### src/rtl/uart_frame_rx_if.sv
// Bundle of the serial input and the parsed-frame outputs of uart_frame_rx.
// frame_state is a debug view of the frame FSM encoding.
interface uart_frame_rx_if #(
    parameter int PAYLOAD_LEN = 11
);
    // Strobe protocol: byte_valid, frame_valid and frame_err are one-cycle
    // pulses with no ready/backpressure; the consumer must take data in that cycle.
    logic                     uart_rxd;
    logic [7:0]               byte_data;
    logic                     byte_valid;
    logic [8*PAYLOAD_LEN-1:0] payload;
    logic                     frame_valid;
    logic                     frame_err;
    logic [1:0]               err_code;
    logic [7:0]               err_cnt;
    logic                     busy;
    logic [1:0]               frame_state;

    modport master (
        input  uart_rxd,
        output byte_data, byte_valid, payload, frame_valid, frame_err,
               err_code, err_cnt, busy, frame_state
    );

    modport slave (
        output uart_rxd,
        input  byte_data, byte_valid, payload, frame_valid, frame_err,
               err_code, err_cnt, busy, frame_state
    );
endinterface

### src/rtl/uart_frame_rx.sv
// UART byte receiver plus HEADER / payload / [CRC8] / TAIL frame parser with timeout.
// Define UART_FRAME_CRC_EN to include the CRC8 byte between payload and tail.
module uart_frame_rx #(
    parameter int         CLK_FREQ     = 50_000_000,
    parameter int         UART_BPS     = 115200,
    parameter int         PAYLOAD_LEN  = 11,
    parameter logic [7:0] HEADER       = 8'h55,
    parameter logic [7:0] TAIL         = 8'hAA,
    parameter int         TIMEOUT_BITS = 20
) (
    input  logic            sys_clk,
    input  logic            sys_rst_n,
    uart_frame_rx_if.master bus
);
    localparam int BPS_CNT = CLK_FREQ / UART_BPS;
    localparam int MID     = BPS_CNT / 2;
    localparam int CNT_W   = $clog2(BPS_CNT + 1);
    localparam int TO_LIM  = TIMEOUT_BITS * BPS_CNT;
    localparam int TO_W    = $clog2(TO_LIM + 1);
    localparam int IDX_W   = (PAYLOAD_LEN > 1) ? $clog2(PAYLOAD_LEN) : 1;
    localparam int PW      = 8 * PAYLOAD_LEN;

`ifdef UART_FRAME_CRC_EN
    typedef enum logic [1:0] {S_IDLE = 2'd0, S_PAYLOAD = 2'd1, S_CRC = 2'd2, S_TAIL = 2'd3} state_t;
`else
    typedef enum logic [1:0] {S_IDLE = 2'd0, S_PAYLOAD = 2'd1, S_TAIL = 2'd3} state_t;
`endif

    logic             rxd_s1, rxd_s2, rxd_d;
    logic             start_edge;
    logic             rx_active;
    logic [CNT_W-1:0] clk_cnt;
    logic [3:0]       bit_idx;
    logic [7:0]       shift;
    logic             byte_valid_r;
    logic [7:0]       byte_data_r;
    logic             stop_err_evt;

    state_t           state;
    logic [IDX_W-1:0] idx;
    logic [TO_W-1:0]  to_cnt;
    logic [PW-1:0]    shadow;
    logic [PW-1:0]    payload_r;
    logic             frame_valid_r;
    logic             frame_err_r;
    logic [1:0]       err_code_r;
    logic [7:0]       err_cnt_r;
    logic             abort;
    logic [1:0]       abort_code;
    logic             byte_evt;
`ifdef UART_FRAME_CRC_EN
    logic [7:0]       crc;

    function automatic logic [7:0] crc8_step(input logic [7:0] c, input logic [7:0] d);
        logic [7:0] r;
        r = c ^ d;
        for (int i = 0; i < 8; i++) begin
            r = r[7] ? ({r[6:0], 1'b0} ^ 8'h07) : {r[6:0], 1'b0};
        end
        return r;
    endfunction
`endif

    // Synchroniser idles high so reset release never looks like a start edge.
    always_ff @(posedge sys_clk or negedge sys_rst_n) begin
        if (!sys_rst_n) begin
            rxd_s1 <= 1'b1;
            rxd_s2 <= 1'b1;
            rxd_d  <= 1'b1;
        end else begin
            rxd_s1 <= bus.uart_rxd;
            rxd_s2 <= rxd_s1;
            rxd_d  <= rxd_s2;
        end
    end

    assign start_edge = rxd_d & ~rxd_s2;

    // bit_idx: 0 start, 1..8 data LSB first, 9 stop. Hunt resumes at mid stop bit.
    always_ff @(posedge sys_clk or negedge sys_rst_n) begin
        if (!sys_rst_n) begin
            rx_active    <= 1'b0;
            clk_cnt      <= '0;
            bit_idx      <= '0;
            shift        <= '0;
            byte_valid_r <= 1'b0;
            byte_data_r  <= '0;
            stop_err_evt <= 1'b0;
        end else begin
            byte_valid_r <= 1'b0;
            stop_err_evt <= 1'b0;
            if (!rx_active) begin
                if (start_edge) begin
                    rx_active <= 1'b1;
                    clk_cnt   <= '0;
                    bit_idx   <= '0;
                end
            end else begin
                if (clk_cnt == CNT_W'(BPS_CNT - 1)) begin
                    clk_cnt <= '0;
                    bit_idx <= bit_idx + 4'd1;
                end else begin
                    clk_cnt <= clk_cnt + 1'b1;
                end
                if (clk_cnt == CNT_W'(MID)) begin
                    if (bit_idx == 4'd0) begin
                        if (rxd_s2) rx_active <= 1'b0;
                    end else if (bit_idx == 4'd9) begin
                        rx_active <= 1'b0;
                        if (rxd_s2) begin
                            byte_valid_r <= 1'b1;
                            byte_data_r  <= shift;
                        end else begin
                            stop_err_evt <= 1'b1;
                        end
                    end else begin
                        shift <= {rxd_s2, shift[7:1]};
                    end
                end
            end
        end
    end

    assign byte_evt = byte_valid_r | stop_err_evt;

    // A byte event takes priority over a coincident timeout.
    always_comb begin
        abort      = 1'b0;
        abort_code = 2'd0;
        if (stop_err_evt) begin
            abort      = (state != S_IDLE);
            abort_code = 2'd0;
        end else if (byte_valid_r) begin
            case (state)
`ifdef UART_FRAME_CRC_EN
                S_CRC: begin
                    abort      = (byte_data_r != crc);
                    abort_code = 2'd2;
                end
`endif
                S_TAIL: begin
                    abort      = (byte_data_r != TAIL);
                    abort_code = 2'd3;
                end
                default: ;
            endcase
        end else if (state != S_IDLE && to_cnt == TO_W'(TO_LIM - 1)) begin
            abort      = 1'b1;
            abort_code = 2'd1;
        end
    end

    always_ff @(posedge sys_clk or negedge sys_rst_n) begin
        if (!sys_rst_n) begin
            state         <= S_IDLE;
            idx           <= '0;
            to_cnt        <= '0;
            shadow        <= '0;
            payload_r     <= '0;
            frame_valid_r <= 1'b0;
            frame_err_r   <= 1'b0;
            err_code_r    <= '0;
            err_cnt_r     <= '0;
`ifdef UART_FRAME_CRC_EN
            crc           <= '0;
`endif
        end else begin
            frame_valid_r <= 1'b0;
            frame_err_r   <= 1'b0;
            // Counter includes the strobe cycle, so the abort lands TO_LIM cycles after byte_valid.
            if (byte_evt)
                to_cnt <= TO_W'(1);
            else if (abort || state == S_IDLE)
                to_cnt <= '0;
            else
                to_cnt <= to_cnt + 1'b1;

            if (abort) begin
                state       <= S_IDLE;
                frame_err_r <= 1'b1;
                err_code_r  <= abort_code;
                if (err_cnt_r != 8'hFF) err_cnt_r <= err_cnt_r + 8'd1;
            end else if (byte_valid_r) begin
                case (state)
                    S_IDLE: begin
                        if (byte_data_r == HEADER) begin
                            state <= S_PAYLOAD;
                            idx   <= '0;
`ifdef UART_FRAME_CRC_EN
                            crc   <= '0;
`endif
                        end
                    end
                    S_PAYLOAD: begin
                        shadow[{idx, 3'b000} +: 8] <= byte_data_r;
`ifdef UART_FRAME_CRC_EN
                        crc <= crc8_step(crc, byte_data_r);
`endif
                        if (idx == IDX_W'(PAYLOAD_LEN - 1)) begin
`ifdef UART_FRAME_CRC_EN
                            state <= S_CRC;
`else
                            state <= S_TAIL;
`endif
                        end else begin
                            idx <= idx + 1'b1;
                        end
                    end
`ifdef UART_FRAME_CRC_EN
                    S_CRC: state <= S_TAIL;
`endif
                    S_TAIL: begin
                        payload_r     <= shadow;
                        frame_valid_r <= 1'b1;
                        state         <= S_IDLE;
                    end
                    default: state <= S_IDLE;
                endcase
            end
        end
    end

    assign bus.byte_data   = byte_data_r;
    assign bus.byte_valid  = byte_valid_r;
    assign bus.payload     = payload_r;
    assign bus.frame_valid = frame_valid_r;
    assign bus.frame_err   = frame_err_r;
    assign bus.err_code    = err_code_r;
    assign bus.err_cnt     = err_cnt_r;
    assign bus.busy        = (state != S_IDLE);
    assign bus.frame_state = state;
endmodule

### src/flat_wrapper.sv
// flat-port wrapper written by rule: the top's interface ports become plain ports
module uart_frame_rx_flat 
#(
    parameter int         CLK_FREQ     = 50_000_000,
    parameter int         UART_BPS     = 115200,
    parameter int         PAYLOAD_LEN  = 11,
    parameter logic [7:0] HEADER       = 8'h55,
    parameter logic [7:0] TAIL         = 8'hAA,
    parameter int         TIMEOUT_BITS = 20
)
  (sys_clk, sys_rst_n, bus_uart_rxd, bus_byte_data, bus_byte_valid, bus_payload, bus_frame_valid, bus_frame_err, bus_err_code, bus_err_cnt, bus_busy, bus_frame_state);
  uart_frame_rx_if #(.PAYLOAD_LEN(PAYLOAD_LEN)) bus_i ();
  input  logic sys_clk;
  input  logic sys_rst_n;
  input wire logic [$bits(bus_i.uart_rxd)-1:0] bus_uart_rxd;
  output wire logic [$bits(bus_i.byte_data)-1:0] bus_byte_data;
  output wire logic [$bits(bus_i.byte_valid)-1:0] bus_byte_valid;
  output wire logic [$bits(bus_i.payload)-1:0] bus_payload;
  output wire logic [$bits(bus_i.frame_valid)-1:0] bus_frame_valid;
  output wire logic [$bits(bus_i.frame_err)-1:0] bus_frame_err;
  output wire logic [$bits(bus_i.err_code)-1:0] bus_err_code;
  output wire logic [$bits(bus_i.err_cnt)-1:0] bus_err_cnt;
  output wire logic [$bits(bus_i.busy)-1:0] bus_busy;
  output wire logic [$bits(bus_i.frame_state)-1:0] bus_frame_state;
  assign bus_i.uart_rxd = bus_uart_rxd;
  assign bus_byte_data = bus_i.byte_data;
  assign bus_byte_valid = bus_i.byte_valid;
  assign bus_payload = bus_i.payload;
  assign bus_frame_valid = bus_i.frame_valid;
  assign bus_frame_err = bus_i.frame_err;
  assign bus_err_code = bus_i.err_code;
  assign bus_err_cnt = bus_i.err_cnt;
  assign bus_busy = bus_i.busy;
  assign bus_frame_state = bus_i.frame_state;
  uart_frame_rx #(.CLK_FREQ(CLK_FREQ), .UART_BPS(UART_BPS), .PAYLOAD_LEN(PAYLOAD_LEN), .HEADER(HEADER), .TAIL(TAIL), .TIMEOUT_BITS(TIMEOUT_BITS)) u_core (.sys_clk(sys_clk), .sys_rst_n(sys_rst_n), .bus(bus_i));
endmodule
### config.mk
export PLATFORM = sky130hd
export DESIGN_NAME = uart_frame_rx_flat
export DESIGN_NICKNAME = d
export VERILOG_FILES = /design/src/rtl/uart_frame_rx_if.sv /design/src/rtl/uart_frame_rx.sv /design/src/flat_wrapper.sv
export SDC_FILE = /design/constraint.sdc
export NUM_CORES = 1
export LEC_CHECK = 0
export CAP_MARGIN = 20
export CORE_MARGIN = 2
export CORE_UTILIZATION = 35
export CTS_CLUSTER_DIAMETER = 150
export CTS_CLUSTER_SIZE = 25
export DETAILED_ROUTE_END_ITERATION = 8
export MAX_ROUTING_LAYER = met4
export PLACE_DENSITY = 0.55
export SLEW_MARGIN = 20
export SYNTH_ARGS = -nofsm -noshare
export SYNTH_HDL_FRONTEND = slang
export SYNTH_SLANG_ARGS = --single-unit
export TNS_END_PERCENT = 5
### constraint.sdc
create_clock -name sys_clk -period 2.6 [get_ports sys_clk]
set_input_delay 0.78 -clock sys_clk [delete_from_list [all_inputs] [get_ports sys_clk]]
set_output_delay 0.78 -clock sys_clk [all_outputs]
set_load 0.02 [all_outputs]
==> flow_summary_export.csv <==
group,metric,value,unit
floorplanning,core_area,27900,sq um
global_routing,grt_pass1_wl,34.8,mm
setup_path,r2r-end,"u_core.bus.payload[32]",
power,p_leak,0.00570,uW
floorplanning,io_pins,115,
global_routing,first_global_vias,6037,
min_path,hold_path.class,"input port to asynchronous set/reset pin",
synth,synth_cell_type_count,53,
power,power_density,513,nW/um^2
floorplanning,die_height,173,um
synth,syn_avg_cell_area,13.1,sq um
routing,num_vias,6096,
floorplanning,die_w,173,um
cts,cts_sinks,243,
placement,port_buffers,114,
global_routing,grtUsageTotal,14.8,%
cts,cts_tree,"yes",
routing,viasPerCell,4.79,
finish,antenna_cells,0,
sta,grt_setup_unrepaired,"false",
setup_path,worst-r2r-setup-slack,0.13,ns
floorplanning,die-area,29900,sq um
cts,hold_buffers,0,
routing,drt_iter0_drc,418,
finish,drive_above_1_share,24.7,%
floorplanning,rows,61,
cts,numCtsBuffers,13,
synth,ys_seq_elements,243,
setup_path,cp-start-kind,"register",
routing,wl,21.5,mm
power,ir_worst_vdd,0.398,mV
sta,period_share,96.9,%
job,maxCapViolCount,0,
cts,clock_latency,0.49,ns
cts,htreeDepth,1,
synth,ys.warnings.count,0,
placement,dpl_worst_slack,0.157,ns
synth,syn_area,9980,sq um
sta,max_freq,397,MHz
sta,fin_crit,2.52,ns
synth,async_reset_ff_share,100,%
sta,fin_tns_setup,0,ns
finish,nets,909,
synth,synth_nets,779,
synth,synthFlopType,"dfrtp_1",
setup_path,timing.rr.start,"u_core.to_cnt[0]",
setup_path,worstSetupPathType,"register to primary output",
cts,cts.path.max_buffers,3,
sta,setup_viol,0,
routing,drc,0,
placement,hpwl,14.2,mm
cts,clk_pin_slew,0.10,ns
finish,area_growth,21.5,%
sta,clock_skew,0.0229,ns
global_routing,grt_max_degree,71,
setup_path,worstPathRequired,1.82,ns
synth,synth_edf_count,0,
setup_path,worst-path-max-fanout,11,
setup_path,r2r_cells,7,
setup_path,worstSetupEndpointType,"primary output",
routing,first_pass_iters,4,
routing,drtAntennaViolNets,0,
global_routing,antenna_found_initial,1,
synth,synthCells,764,
sta,timing.slew.headroom,60.5,%
setup_path,cp.arrival,1.74,ns
finish,fill_cells,2659,
sta,hold_viol_final,0,
routing,wl_per_cell,16.9,um
cts,cts_root_buf,"clkbuf_16",
placement,finalWeightedCongestion,0.779,
sta,tightestPinTransition,0.588,ns
finish,layout_commonest_cell,"dfrtp_1",
sta,slew_violations,0,
global_routing,grt_overflow_total,0,
finish,most-common-layout-cells,"dfrtp_1 (240), mux2_2 (135), clkdlybuf4s50_1 (111)",
synth,ys_seq_area_share,61.0,%
sta,postLayoutSetupSlackWorst,0.0808,ns
cts,post_cts_buffers,0,
outcome,status,"completed",
floorplanning,start_util,35.7,%
[sequential cells by signal, summed over array words and instances, names as in the netlist, 8 cells and up]
name and flops:
u_core.clk_cnt 9, u_core.bus.byte_data 8, u_core.bus.payload 88, u_core.to_cnt 14
u_core.bus.err_cnt 8, u_core.shadow 88, u_core.shift 8
[power breakdown]
part	switching (uW)	total, uW	internal [uW]
Clock	1210	2130	920
Combinational	129	197	68.4
Sequential	68.2	3900	3830
[repair_timing]
action                                 CTS  global route
endpoints found under the hold margin    0             0
resized for setup                        1             2
setup endpoints to repair                1            10
[cells in the mapped netlist (5+ instances only)]
| master | count | area share [%] |
|---|---|---|
| xnor2_1 | 12 | 1.1 |
| mux2_4 | 20 | 3.0 |
| and3_1 | 8 | 0.50 |
| mux2_2 | 135 | 15 |
| clkbuf_1 | 22 | 0.83 |
| dfrtp_1 | 240 | 60 |
| a21oi_1 | 7 | 0.35 |
| nand3_1 | 26 | 1.3 |
| xor2_1 | 11 | 0.97 |
| nor3_1 | 5 | 0.25 |
| nand4_1 | 12 | 0.75 |
| o21ai_0 | 60 | 3.0 |
| nand2_1 | 70 | 2.6 |
| buf_2 | 10 | 0.50 |
| nor2_1 | 31 | 1.2 |
| nor2b_1 | 5 | 0.31 |
| nand2b_1 | 8 | 0.50 |
| ha_1 | 12 | 1.5 |
| inv_1 | 15 | 0.56 |
[layer usage]
metal / vias to the layer above / share of wire, % / track usage [%] / routed length, um
met5: - / 0 / - / 0
li1: 2923 / - / - / -
met4: 0 / 1.6 / 2.79 / 334
met3: 18 / 3.9 / 2.53 / 829
met1: 3054 / 49 / 20.7 / 10500
met2: 101 / 46 / 22.9 / 9840
[critical path, stage by stage, from the launching register on]
cell and delay [ns]:
dfrtp_1 0.35, buf_4 0.25, clkdlybuf4s50_1 0.66
[layout make-up]
type / instances / area [sq um] / share of cell area [%]
tap: 378 / 473 / 3.90
timing repair buffer: 151 / 1490 / 12.3
sequential: 243 / 6080 / 50.2
clock inverter: 2 / 17.5 / 0.145
multi-input combinational: 470 / 3670 / 30.3
inverter: 15 / 56.3 / 0.465
clock buffer: 13 / 325 / 2.68
[worst max path at each step]
stage	startpoint	to	slack, ns	cells after the start
2_1_floorplan	u_core.to_cnt[0]	u_core.bus.payload[60]	0.16	9
3_3_place_gp	u_core.to_cnt[0]	u_core.bus.payload[60]	0.19	7
3_5_place_dp	u_core.to_cnt[0]	u_core.bus.payload[62]	0.16	7
4_1_cts	u_core.bus.byte_data[4]	bus_byte_data[4]	0.04	2
5_1_grt	u_core.bus.byte_data[0]	bus_byte_data[0]	0.002	2
6_report	u_core.bus.byte_data[2]	bus_byte_data[2]	0.08	2
[stage by stage]
| step | util (%) | cell area, sq um | power [uW] | instances | hold WS, ns |
|---|---|---|---|---|---|
| after global placement | 42.1 | 11800 | 4170 | 1257 | 0.346 |
| after CTS | 43.3 | 12100 | 6330 | 1272 | 0.180 |
| after global routing | 43.4 | 12100 | 6500 | 1272 | 0.189 |
| final | 43.4 | 12100 | 6220 | 1272 | 0.177 |
| after floorplan | - | 9980 | 4040 | 764 | 0.345 |
| after detailed placement | 42.1 | 11800 | 4180 | 1257 | 0.348 |
[logic make-up after synthesis]
group / synth area share [%]
mux: 18.5
fa+ha+maj: 1.50
buf+inv: 2.35
simple gates: 9.88
xor+xnor: 2.02
compound gates: 4.72
flops: 61.0
Note: power is estimated with default switching activity, not from simulation.
